==> src/rtl/coco_serial_pkg.sv <==
// Shared constants and types for the CoCo bit-banged serial receiver.
package coco_serial_pkg;

  // 600 baud at 57.272 MHz, oversampled 16x
  localparam int DEFAULT_TICK_DIV = 5966;
  localparam int TICKS_PER_BIT    = 16;
  localparam int HALF_BIT_TICKS   = TICKS_PER_BIT / 2;

  // FIFO occupancy output width (covers 0..16)
  localparam int LEVEL_W = 5;

  // Deserializer states
  typedef enum logic [2:0] {
    ST_IDLE  = 3'd0,
    ST_START = 3'd1,
    ST_DATA  = 3'd2,
    ST_STOP  = 3'd3,
    ST_BREAK = 3'd4
  } rx_state_e;

  // Pointer width for a power-of-two FIFO depth (at least one bit)
  function automatic int ptr_width(input int depth);
    return (depth <= 2) ? 1 : $clog2(depth);
  endfunction

endpackage

==> src/rtl/coco_rx_fifo.sv <==
// Byte FIFO for the serial receiver. The head entry is held in an output
// register so the storage array can map onto block/distributed RAM with a
// registered read, while still showing a pushed byte on the following clk.
module coco_rx_fifo
  import coco_serial_pkg::*;
#(
  parameter int DEPTH = 4
) (
  input  logic               i_clk,
  input  logic               i_rst_n,
  input  logic               i_push,
  input  logic [7:0]         i_wdata,
  input  logic               i_pop,
  output logic [7:0]         o_rdata,
  output logic               o_full,
  output logic               o_empty,
  output logic [LEVEL_W-1:0] o_level
);

  localparam int PW = ptr_width(DEPTH);
  localparam logic [LEVEL_W-1:0] LVL_DEPTH = LEVEL_W'(DEPTH);

  logic [7:0]         r_mem [DEPTH];
  logic [PW-1:0]      r_wr_ptr;
  logic [PW-1:0]      r_rd_ptr;
  logic [LEVEL_W-1:0] r_level;
  logic [7:0]         r_rdata;

  logic               w_do_push;
  logic               w_do_pop;
  logic [PW-1:0]      w_wr_ptr_next;
  logic [PW-1:0]      w_rd_ptr_next;
  logic [LEVEL_W-1:0] w_level_after_pop;
  logic [LEVEL_W-1:0] w_level_next;
  logic [7:0]         w_head_next;

  assign o_full  = (r_level == LVL_DEPTH);
  assign o_empty = (r_level == '0);
  assign o_level = r_level;
  assign o_rdata = r_rdata;

  // Qualify push/pop, advance pointers, and work out what the head will be
  always_comb begin
    w_do_pop          = i_pop & ~o_empty;
    // A full FIFO still accepts a push when a pop frees a slot in the same clk
    w_do_push         = i_push & (~o_full | w_do_pop);
    w_wr_ptr_next     = w_do_push ? r_wr_ptr + PW'(1) : r_wr_ptr;
    w_rd_ptr_next     = w_do_pop  ? r_rd_ptr + PW'(1) : r_rd_ptr;
    w_level_after_pop = r_level - LEVEL_W'(w_do_pop);
    w_level_next      = w_level_after_pop + LEVEL_W'(w_do_push);
    if (w_level_next == '0) begin
      w_head_next = 8'h00;
    end else if (w_level_after_pop == '0) begin
      // FIFO was (or became) empty: the incoming byte is the new head
      w_head_next = i_wdata;
    end else begin
      // Head entry is already stored (never the slot written this clk)
      w_head_next = r_mem[w_rd_ptr_next];
    end
  end

  // Storage array: write-only port, no reset so it can infer RAM
  always_ff @(posedge i_clk) begin
    if (w_do_push) begin
      r_mem[r_wr_ptr] <= i_wdata;
    end
  end

  // Pointers, occupancy and registered head output
  always_ff @(posedge i_clk or negedge i_rst_n) begin
    if (!i_rst_n) begin
      r_wr_ptr <= '0;
      r_rd_ptr <= '0;
      r_level  <= '0;
      r_rdata  <= 8'h00;
    end else begin
      r_wr_ptr <= w_wr_ptr_next;
      r_rd_ptr <= w_rd_ptr_next;
      r_level  <= w_level_next;
      r_rdata  <= w_head_next;
    end
  end

endmodule

==> src/rtl/coco_serial_rx.sv <==
// 8N1 serial receiver for the CoCo bit-banger line: 16x oversampling
// deserializer with start-bit glitch rejection, framing/break handling,
// and a small byte FIFO toward a valid/ready consumer.
module coco_serial_rx
  import coco_serial_pkg::*;
#(
  parameter int TICK_DIV = DEFAULT_TICK_DIV,
  parameter int DEPTH    = 4,
  parameter bit INVERT   = 1'b0
) (
  input  logic               i_clk,
  input  logic               i_rst_n,
  input  logic               i_rxd,
  output logic [7:0]         o_data,
  output logic               o_valid,
  input  logic               i_ready,
  output logic               o_framing_err,
  output logic               o_overrun,
  output logic [LEVEL_W-1:0] o_level
);

  localparam logic [15:0] DIV_LAST = 16'(TICK_DIV - 1);
  localparam logic [3:0]  MID_LAST = 4'(HALF_BIT_TICKS - 1);
  localparam logic [3:0]  BIT_LAST = 4'(TICKS_PER_BIT - 1);

  logic       w_rxd_in;
  logic       w_line;
  logic       w_tick;
  logic       w_push;
  logic       w_pop;
  logic       w_ferr_next;
  logic       w_fifo_full;
  logic       w_fifo_empty;
  logic       w_sync_live;

  rx_state_e  r_state;
  rx_state_e  w_state_next;
  logic [15:0] r_div;
  logic [15:0] w_div_next;
  logic [3:0] r_tick_cnt;
  logic [3:0] w_tick_cnt_next;
  logic [2:0] r_bit_idx;
  logic [2:0] w_bit_idx_next;
  logic [7:0] r_shift;
  logic [7:0] w_shift_next;

  logic       r_sync1;
  logic       r_sync2;
  logic [1:0] r_fill;
  logic       r_armed;
  logic       r_framing_err;
  logic       r_overrun;

  // Optional line inversion ahead of the synchronizer
  if (INVERT) begin : g_invert
    assign w_rxd_in = ~i_rxd;
  end else begin : g_direct
    assign w_rxd_in = i_rxd;
  end

  // Two-flop synchronizer; resets to mark so reset looks like an idle line
  always_ff @(posedge i_clk or negedge i_rst_n) begin
    if (!i_rst_n) begin
      r_sync1 <= 1'b1;
      r_sync2 <= 1'b1;
    end else begin
      r_sync1 <= w_rxd_in;
      r_sync2 <= r_sync1;
    end
  end

  assign w_line      = r_sync2;
  assign w_sync_live = (r_fill == 2'd2);

  // Arm start detection only after a real mark has been seen since reset,
  // so a line that is low at reset release (mid-frame) is not taken as a
  // falling edge.
  always_ff @(posedge i_clk or negedge i_rst_n) begin
    if (!i_rst_n) begin
      r_fill  <= 2'd0;
      r_armed <= 1'b0;
    end else begin
      if (!w_sync_live) begin
        r_fill <= r_fill + 2'd1;
      end
      if (w_sync_live && w_line) begin
        r_armed <= 1'b1;
      end
    end
  end

  assign w_tick = (r_div == DIV_LAST);

  // Next-state, counters, shift register, push and framing-error decode
  always_comb begin
    w_state_next    = r_state;
    w_div_next      = w_tick ? 16'd0 : r_div + 16'd1;
    w_tick_cnt_next = r_tick_cnt;
    w_bit_idx_next  = r_bit_idx;
    w_shift_next    = r_shift;
    w_push          = 1'b0;
    w_ferr_next     = 1'b0;
    case (r_state)
      ST_IDLE: begin
        if (r_armed && !w_line) begin
          w_state_next    = ST_START;
          w_div_next      = 16'd0;
          w_tick_cnt_next = 4'd0;
          w_bit_idx_next  = 3'd0;
        end
      end
      ST_START: begin
        if (w_tick) begin
          if (r_tick_cnt == MID_LAST) begin
            // Mid start bit: still low is a real start, high was a glitch
            w_tick_cnt_next = 4'd0;
            w_state_next    = w_line ? ST_IDLE : ST_DATA;
          end else begin
            w_tick_cnt_next = r_tick_cnt + 4'd1;
          end
        end
      end
      ST_DATA: begin
        if (w_tick) begin
          if (r_tick_cnt == BIT_LAST) begin
            w_tick_cnt_next = 4'd0;
            w_shift_next    = {w_line, r_shift[7:1]};
            if (r_bit_idx == 3'd7) begin
              w_state_next = ST_STOP;
            end else begin
              w_bit_idx_next = r_bit_idx + 3'd1;
            end
          end else begin
            w_tick_cnt_next = r_tick_cnt + 4'd1;
          end
        end
      end
      ST_STOP: begin
        if (w_tick) begin
          if (r_tick_cnt == BIT_LAST) begin
            w_tick_cnt_next = 4'd0;
            if (w_line) begin
              w_push       = 1'b1;
              w_state_next = ST_IDLE;
            end else begin
              w_ferr_next  = 1'b1;
              w_state_next = ST_BREAK;
            end
          end else begin
            w_tick_cnt_next = r_tick_cnt + 4'd1;
          end
        end
      end
      ST_BREAK: begin
        if (w_line) begin
          w_state_next = ST_IDLE;
        end
      end
      default: begin
        w_state_next = ST_IDLE;
      end
    endcase
  end

  // Deserializer state register and datapath
  always_ff @(posedge i_clk or negedge i_rst_n) begin
    if (!i_rst_n) begin
      r_state    <= ST_IDLE;
      r_div      <= 16'd0;
      r_tick_cnt <= 4'd0;
      r_bit_idx  <= 3'd0;
      r_shift    <= 8'h00;
    end else begin
      r_state    <= w_state_next;
      r_div      <= w_div_next;
      r_tick_cnt <= w_tick_cnt_next;
      r_bit_idx  <= w_bit_idx_next;
      r_shift    <= w_shift_next;
    end
  end

  assign w_pop = ~w_fifo_empty & i_ready;

  // Status pulses: framing error, and a completed byte lost to a full FIFO
  always_ff @(posedge i_clk or negedge i_rst_n) begin
    if (!i_rst_n) begin
      r_framing_err <= 1'b0;
      r_overrun     <= 1'b0;
    end else begin
      r_framing_err <= w_ferr_next;
      r_overrun     <= w_push & w_fifo_full & ~w_pop;
    end
  end

  coco_rx_fifo #(
    .DEPTH (DEPTH)
  ) u_fifo (
    .i_clk   (i_clk),
    .i_rst_n (i_rst_n),
    .i_push  (w_push),
    .i_wdata (r_shift),
    .i_pop   (w_pop),
    .o_rdata (o_data),
    .o_full  (w_fifo_full),
    .o_empty (w_fifo_empty),
    .o_level (o_level)
  );

  assign o_valid       = ~w_fifo_empty;
  assign o_framing_err = r_framing_err;
  assign o_overrun     = r_overrun;

endmodule

==> config.mk <==
export PLATFORM = sky130hd
export DESIGN_NAME = coco_serial_rx
export DESIGN_NICKNAME = d
export VERILOG_FILES = /design/src/rtl/coco_serial_pkg.sv /design/src/rtl/coco_rx_fifo.sv /design/src/rtl/coco_serial_rx.sv
export SDC_FILE = /design/constraint.sdc
export NUM_CORES = 1
export LEC_CHECK = 0
export ABC_AREA = 0
export BUFFER_PORTS_ARGS = -buffer_cell sky130_fd_sc_hd__buf_2
export CORE_MARGIN = 10
export CORE_UTILIZATION = 45
export CTS_BUF_LIST = sky130_fd_sc_hd__clkbuf_4 sky130_fd_sc_hd__clkbuf_8 sky130_fd_sc_hd__clkbuf_16
export DETAILED_ROUTE_END_ITERATION = 8
export MAX_ROUTING_LAYER = met4
export SLEW_MARGIN = 20
export SYNTH_ARGS = -nofsm -noshare
export SYNTH_HDL_FRONTEND = slang
export SYNTH_HIERARCHICAL = 1
export SYNTH_SLANG_ARGS = --single-unit
==> constraint.sdc <==
create_clock -name i_clk -period 8.9 [get_ports i_clk]
set_input_delay 2.67 -clock i_clk [delete_from_list [all_inputs] [get_ports i_clk]]
set_output_delay 2.67 -clock i_clk [all_outputs]
set_load 0.01 [all_outputs]
==> results of run 1 <==
-- cell type report --
| cell class | count | area (um2) | area share, % |
|---|---|---|---|
| clock inverter | 7 | 61.3 | 1.25 |
| sequential | 90 | 2410 | 49.3 |
| tap | 133 | 166 | 3.40 |
| inverter | 15 | 56.3 | 1.15 |
| timing repair buffer | 21 | 110 | 2.25 |
| clock buffer | 9 | 124 | 2.53 |
| multi-input combinational | 287 | 1960 | 40.1 |
-- flip-flops by register name, summed over array words and instances (netlist names) --
register and cells:
o_framing_err 1, o_overrun 1, r_armed 1, r_bit_idx 3
r_div 16, r_fill 2, r_shift 8, r_state 3
r_sync1 1, r_sync2 1, r_tick_cnt 4, u_fifo/o_level 5
u_fifo/o_rdata 8, u_fifo/r_mem 32, u_fifo/r_rd_ptr 2, u_fifo/r_wr_ptr 2
-- power by group through the flow --
stage | clock (uW) | combinational (uW) | sequential (uW)
5_1_grt | 291 | 479 | 543
3_3_place_gp | 0 | 417 | 543
2_1_floorplan | 0 | 347 | 530
3_5_place_dp | 0 | 423 | 543
4_1_cts | 275 | 425 | 535
6_report | 263 | 423 | 534
-- metal layers --
| metal | track usage [%] | wire, um |
|---|---|---|
| met5 | - | 0 |
| met4 | 5.13 | 119 |
| met3 | 2.42 | 420 |
| met2 | 20.1 | 4220 |
| met1 | 16.8 | 4150 |
-- layout by cell type (no fill, tap or decap), types with 2 or more instances in the layout --
cell and instances:
xor2_1 6, nand4_1 7, o21ai_0 21, buf_4 2, nor2b_1 2, nor3b_1 2
o21ai_1 4, mux2_1 8, a21o_1 4, nor4_1 2, ha_1 14, a211oi_1 5
nand3_1 18, nand2_1 21, mux2i_1 2, or2_2 2, a21oi_1 5, xnor2_1 15
clkbuf_8 9, and2_1 7, nor3_1 7, a22oi_1 8, o221ai_1 7, inv_1 14
clkinv_4 2, o211ai_1 5, edfxtp_1 32, or3_1 4, or4b_1 2, buf_2 19
dfrtp_1 56, a31oi_1 3, inv_8 2, dfstp_2 2, nand2b_1 3, o31ai_1 2
nor2_1 55, a211oi_2 5, and3_1 9
-- per-stage QoR --
stage / util [%] / setup slack (ns) / cells / total power (uW)
after CTS: 49.8 / 3.54 / 562 / 1240
after floorplan: - / 3.73 / 411 / 877
final: 49.8 / 3.50 / 562 / 1220
after global placement: 48.0 / 3.26 / 546 / 960
after global routing: 49.8 / 3.25 / 562 / 1310
after detailed placement: 48.0 / 3.19 / 546 / 966
-- kinds of logic (layout without fill, tap and decap cells) --
kind of cell,after synthesis,after routing
buffers and inverters,34,52
AO/OA/AOI/OAI,84,84
XOR/XNOR,21,21
multiplexers,11,11
flip-flops,90,90
AND/OR/NAND/NOR,157,157
adder cells (fa/ha/maj),14,14
-- path summary, 6_finish.rpt --
path                                         start                          end  slack, ns  cells after the start
worst max-delay path                       i_ready  u_fifo/o_rdata[3]$_DFF_PN0_       3.50                     13
max in group asynchronous                  i_rst_n           r_div[6]$_DFF_PN0_       5.97                      2
worst min-delay path             r_sync1$_DFF_PN1_            r_sync2$_DFF_PN1_       0.36                      0
worst min register to register   r_sync1$_DFF_PN1_            r_sync2$_DFF_PN1_       0.36                      0
worst max register to register  r_div[1]$_DFF_PN0_  u_fifo/o_rdata[3]$_DFF_PN0_       4.86                     14
min in group asynchronous                  i_rst_n          o_overrun$_DFF_PN0_       2.44                      2
==> results.sh, run 1 <==
export IMPL_finalSetupViolations=0
export IMPL_dp_hpwl_um=6100
export IMPL_synth_compound_area_share_pct=14.4
export IMPL_drc=0
export IMPL_skew_ns=0.00852
export IMPL_start_util_pct=46.4
export IMPL_slew_headroom_pct=50.7
export IMPL_ys_seq_elements=90
export IMPL_switchingPower_uw=453
export IMPL_cts_root_buffer="clkbuf_8"
export IMPL_post_route_period_util_pct=60.6
export IMPL_synth_mux_area_share_pct=2.75
export IMPL_synth_top_area_cell="dfrtp_1"
export IMPL_slowest_delay_ns=0.46
export IMPL_critPathArrivalTime_ns=5.62
export IMPL_drt_iter0_markers=173
export IMPL_fillers=903
export IMPL_yosysUniqueCellTypes=71
export IMPL_fp_dieArea_mm2=0.0146
export IMPL_pwr_share_clk_pct=21.5
export IMPL_ctsResizeCount=0
export IMPL_cts_tree="done"
export IMPL_synth_area_top_cells="dfrtp_1 (31%), edfxtp_1 (21%), nor2_1 (4.5%)"
export IMPL_cts_sinks=90
export IMPL_via_count=3074
export IMPL_fp_row_count=36
export IMPL_h_tree_depth=3
export IMPL_critPathBufInv=3
export IMPL_cts_made_buffers=9
export IMPL_layout_drive_gt1_share_pct=14.7
export IMPL_max_freq_mhz=185
export IMPL_avgSynthCellArea_um2=11.1
export IMPL_yosysWarnings=6
export IMPL_cts_setup_buffers=0
export IMPL_slew_violations=0
export IMPL_status="finished clean"
export IMPL_vdd_drop_max_mv=0.111
export IMPL_antenna_cells=0
export IMPL_cts_clk_slew_worst_paths_ns=0.09
export IMPL_min_period_ns=5.40
export IMPL_critical_path_slowest_cell="a211oi_4"
export IMPL_maxCapViolations=0
export IMPL_placed_area_mm2=0.00471
export IMPL_cp_max_fo=12
export IMPL_grt_max_degree=59
export IMPL_p_leak_uw=0.00215
export IMPL_synthFlopType="dfrtp_1"
export IMPL_synthToLayoutAreaGrowth_pct=7.41
export IMPL_synth_most_common_cell="dfrtp_1"
export IMPL_worstHoldPathType="register to register"
export IMPL_core_area_mm2=0.00982
export IMPL_grt_overflow_total=0
export IMPL_netlist_top_cells_count="dfrtp_1 (56), nor2_1 (55), edfxtp_1 (32), nand2_1 (21), o21ai_0 (21)"
export IMPL_antenna_found_initial=0
export IMPL_synthSimpleGateAreaFrac_pct=18.0
export IMPL_final_area_mm2=0.00489
export IMPL_internal_power_uw=767
export IMPL_synth_xor_area_share_pct=4.04
export IMPL_detail_route_vias_per_cell=5.47
export IMPL_path_cells="buf_2 > nor2b_1 > o21ai_4 > inv_2 > ha_1 > inv_1 > ha_1 > ha_1 > xnor2_1 > xnor2_1 > or3_2 > a211oi_4 > a211oi_1"
export IMPL_post_drt_wl_per_cell_um=15.9
export IMPL_hold_ws_ns=0.362
export IMPL_synth_nets=429
export IMPL_ioPinCount=20
export IMPL_die_h_um=121
export IMPL_fin_tns_setup_ns=0
export IMPL_clockBufferDepth=2
export IMPL_ys_seq_area_share_pct=53.0
export IMPL_grtUsageTotal_pct=13.1
export IMPL_yosysTopAreaCellShare_pct=30.8
export IMPL_worstSetupPathType="input pin to register"
export IMPL_p_per_area_mw_per_mm2=249
export IMPL_async_flop_share_pct=64.4
export IMPL_fp_dieW_um=121
export IMPL_syn_area_mm2=0.00456
export IMPL_ant_nets=0
export IMPL_switching_share_pct=37.2
export IMPL_synth_top_family_by_area="simple AND/OR/NAND/NOR gates"
export IMPL_critPathCaptureType="register"
export IMPL_gp_congestion=0.874
export IMPL_rsz0062_at_grt="false"
export IMPL_critPathTopFamily="simple AND/OR/NAND/NOR gates"
export IMPL_clkLatencyLatePin_ns=0.36
export IMPL_port_buffers=19
export IMPL_setup_worst_path_start_class="input pin"
export IMPL_required_ns=9.12
export IMPL_holdBufCountCts=0
export IMPL_synth_cells=411
export IMPL_crit_top_cell="ha_1"
export IMPL_p_seq_share_pct=43.8
export IMPL_routed_wl_um=8910
export IMPL_drtPass1Iterations=4
export IMPL_final_nets=442
export IMPL_grt_pass1_wl_um=15300
export IMPL_grt_pass1_vias=3054
export IMPL_synth_adder_area_share_pct=3.84
export IMPL_combPwrFrac_pct=34.7
export IMPL_max_slew_worst_pin_slew_ns=0.739
export IMPL_hold_viol=0
export IMPL_synth_edf_count=32
Note: power is estimated with default switching activity, not from simulation.
==> run 2: changes to the inputs <==
==> constraint.sdc (replaced) <==
create_clock -name i_clk -period 5.6 [get_ports i_clk]
set_input_delay 1.68 -clock i_clk [delete_from_list [all_inputs] [get_ports i_clk]]
set_output_delay 1.68 -clock i_clk [all_outputs]
set_load 0.01 [all_outputs]
==> results.sh, run 2 (synthesis gave the netlist of run 1 again) <==
export IMPL_p_leak_uw=0.00216
export IMPL_cts_made_buffers=9
export IMPL_post_route_period_util_pct=77.6
export IMPL_ioPinCount=20
export IMPL_startpoint="i_ready"
export IMPL_switching_share_pct=35.1
export IMPL_layout_drive_gt1_share_pct=14.5
export IMPL_cp_max_fo=12
export IMPL_port_buffers=19
export IMPL_r2r_cells=12
export IMPL_largest_register_ffs=32
export IMPL_via_count=3030
export IMPL_die_h_um=121
export IMPL_critPathCaptureType="register"
export IMPL_vdd_drop_max_mv=0.189
export IMPL_internal_power_uw=1280
export IMPL_maxCapViolations=0
export IMPL_cts_sinks=90
export IMPL_h_tree_depth=3
export IMPL_synthToLayoutAreaGrowth_pct=7.94
export IMPL_r2r_start="r_div[11]$_DFF_PN0_"
export IMPL_fp_dieArea_mm2=0.0146
export IMPL_final_common_cell="dfrtp_1"
export IMPL_final_nets=442
export IMPL_post_drt_wl_per_cell_um=15.8
export IMPL_worstHoldPathType="register to register"
export IMPL_r2r_end="u_fifo/o_rdata[4]$_DFF_PN0_"
export IMPL_hold_depth=0
export IMPL_core_area_mm2=0.00982
export IMPL_gp_congestion=0.863
export IMPL_combPwrFrac_pct=34.0
export IMPL_fin_tns_setup_ns=0
export IMPL_switchingPower_uw=693
export IMPL_finalSetupViolations=0
export IMPL_clkLatencyLatePin_ns=0.35
export IMPL_hold_viol=0
export IMPL_start_util_pct=46.4
export IMPL_cts_setup_buffers=0
export IMPL_antenna_cells=0
export IMPL_dp_hpwl_um=6160
export IMPL_reg_largest_list="u_fifo/r_mem x32, r_div x16"
export IMPL_crit_top_cell="ha_1"
export IMPL_ctsResizeCount=0
export IMPL_grt_pass1_wl_um=15100
export IMPL_max_freq_mhz=230
export IMPL_setup_worst_path_start_class="input pin"
export IMPL_slowest_delay_ns=0.45
export IMPL_layout_common_cells="dfrtp_1 (56), nor2_1 (55), edfxtp_1 (32)"
export IMPL_pre_cts_slack_ns=0.884
export IMPL_drc=0
export IMPL_cts_tree="done"
export IMPL_holdBufCountCts=0
export IMPL_drt_iter0_markers=190
export IMPL_pwr_share_clk_pct=23.0
export IMPL_skew_ns=0.0122
export IMPL_fp_row_count=36
export IMPL_fp_dieW_um=121
export IMPL_cts_root_buffer="clkbuf_8"
export IMPL_grt_pass1_vias=2922
export IMPL_max_flop_register="u_fifo/r_mem"
export IMPL_status="finished clean"
export IMPL_antenna_found_initial=0
export IMPL_fin_ws_ns=1.25
export IMPL_critPathArrivalTime_ns=4.56
export IMPL_cts_clk_slew_worst_paths_ns=0.08
export IMPL_grt_overflow_total=0
export IMPL_max_slew_worst_pin_slew_ns=0.717
export IMPL_path_cells="buf_2 > nor2b_1 > o21ai_4 > inv_2 > ha_1 > inv_1 > ha_1 > ha_1 > xnor2_1 > xnor2_1 > or3_2 > a211oi_4 > a211oi_1"
export IMPL_critPathTopFamily="simple AND/OR/NAND/NOR gates"
export IMPL_detail_route_vias_per_cell=5.39
export IMPL_rsz0062_at_grt="false"
export IMPL_slew_violations=0
export IMPL_endpoint="u_fifo/o_rdata[4]$_DFF_PN0_"
export IMPL_critical_path_slowest_cell="or3_2"
export IMPL_grt_max_degree=39
export IMPL_worstSetupPathType="input pin to register"
export IMPL_required_ns=5.81
export IMPL_p_seq_share_pct=43.0
export IMPL_worst_path_stages=13
export IMPL_clockBufferDepth=2
export IMPL_p_per_area_mw_per_mm2=402
export IMPL_min_period_ns=4.35
export IMPL_fillers=915
export IMPL_power_uw=1980
export IMPL_slew_headroom_pct=52.2
export IMPL_drtPass1Iterations=4
export IMPL_grtUsageTotal_pct=13.0
export IMPL_routed_wl_um=8900
export IMPL_r2r_slack_ns=1.65
export IMPL_critPathBufInv=3
export IMPL_ant_nets=0
## run 2: worst min path at each step
stage | from | slack [ns] | endpoint
finish | r_sync1$_DFF_PN1_ | 0.36 | r_sync2$_DFF_PN1_
global route | r_sync1$_DFF_PN1_ | 0.36 | r_sync2$_DFF_PN1_
CTS | r_sync1$_DFF_PN1_ | 0.36 | r_sync2$_DFF_PN1_
detailed placement | r_sync1$_DFF_PN1_ | 0.35 | r_sync2$_DFF_PN1_
global placement | r_sync1$_DFF_PN1_ | 0.35 | r_sync2$_DFF_PN1_
floorplan | r_sync1$_DFF_PN1_ | 0.35 | r_sync2$_DFF_PN1_
## run 2: cell type report
class	count	area (um2)	share of cell area, %
inverters	15	56.3	1.14
clock inverters	5	52.6	1.07
repair buffers	21	110	2.24
multi-input cells	287	1960	39.9
clock buffers	11	156	3.18
well taps	133	166	3.38
flip-flops and latches	90	2410	49.1
## run 2: layer usage
metal	global-route usage (%)	vias to the layer above	part of all wire [%]
met3	3.72	5	4.9
met1	16.3	1457	47
met4	3.17	0	0.92
li1	-	1513	-
met5	-	-	0
met2	20.2	55	47
## run 2: through the flow
stage          utilization (%)  std cells  cell area, um2  hold slack, ns
6_report                  50.1        562            4920           0.362
3_5_place_dp              48.0        546            4710           0.351
5_1_grt                   50.1        562            4920           0.365
3_3_place_gp              48.0        546            4710           0.347
4_1_cts                   50.1        562            4920           0.364
2_1_floorplan                -        411            4560           0.345
## run 2: power by group through the flow
stage | Combinational (uW) | Sequential, uW | Clock, uW
floorplan | 552 | 842 | 0
global placement | 663 | 862 | 0
detailed placement | 669 | 864 | 0
CTS | 676 | 851 | 472
global route | 756 | 867 | 501
finish | 672 | 850 | 455
## run 2: worst reg2reg max path, stage by stage (launching register included)
cell	delay, ns
dfrtp_1	0.43
or4b_1	0.59
nor4_2	0.26
buf_4	0.23
and3_1	0.26
o41a_1	0.35
ha_1	0.27
ha_1	0.22
xnor2_1	0.15
xnor2_1	0.10
or3_2	0.45
a211oi_4	0.42
a211oi_1	0.09
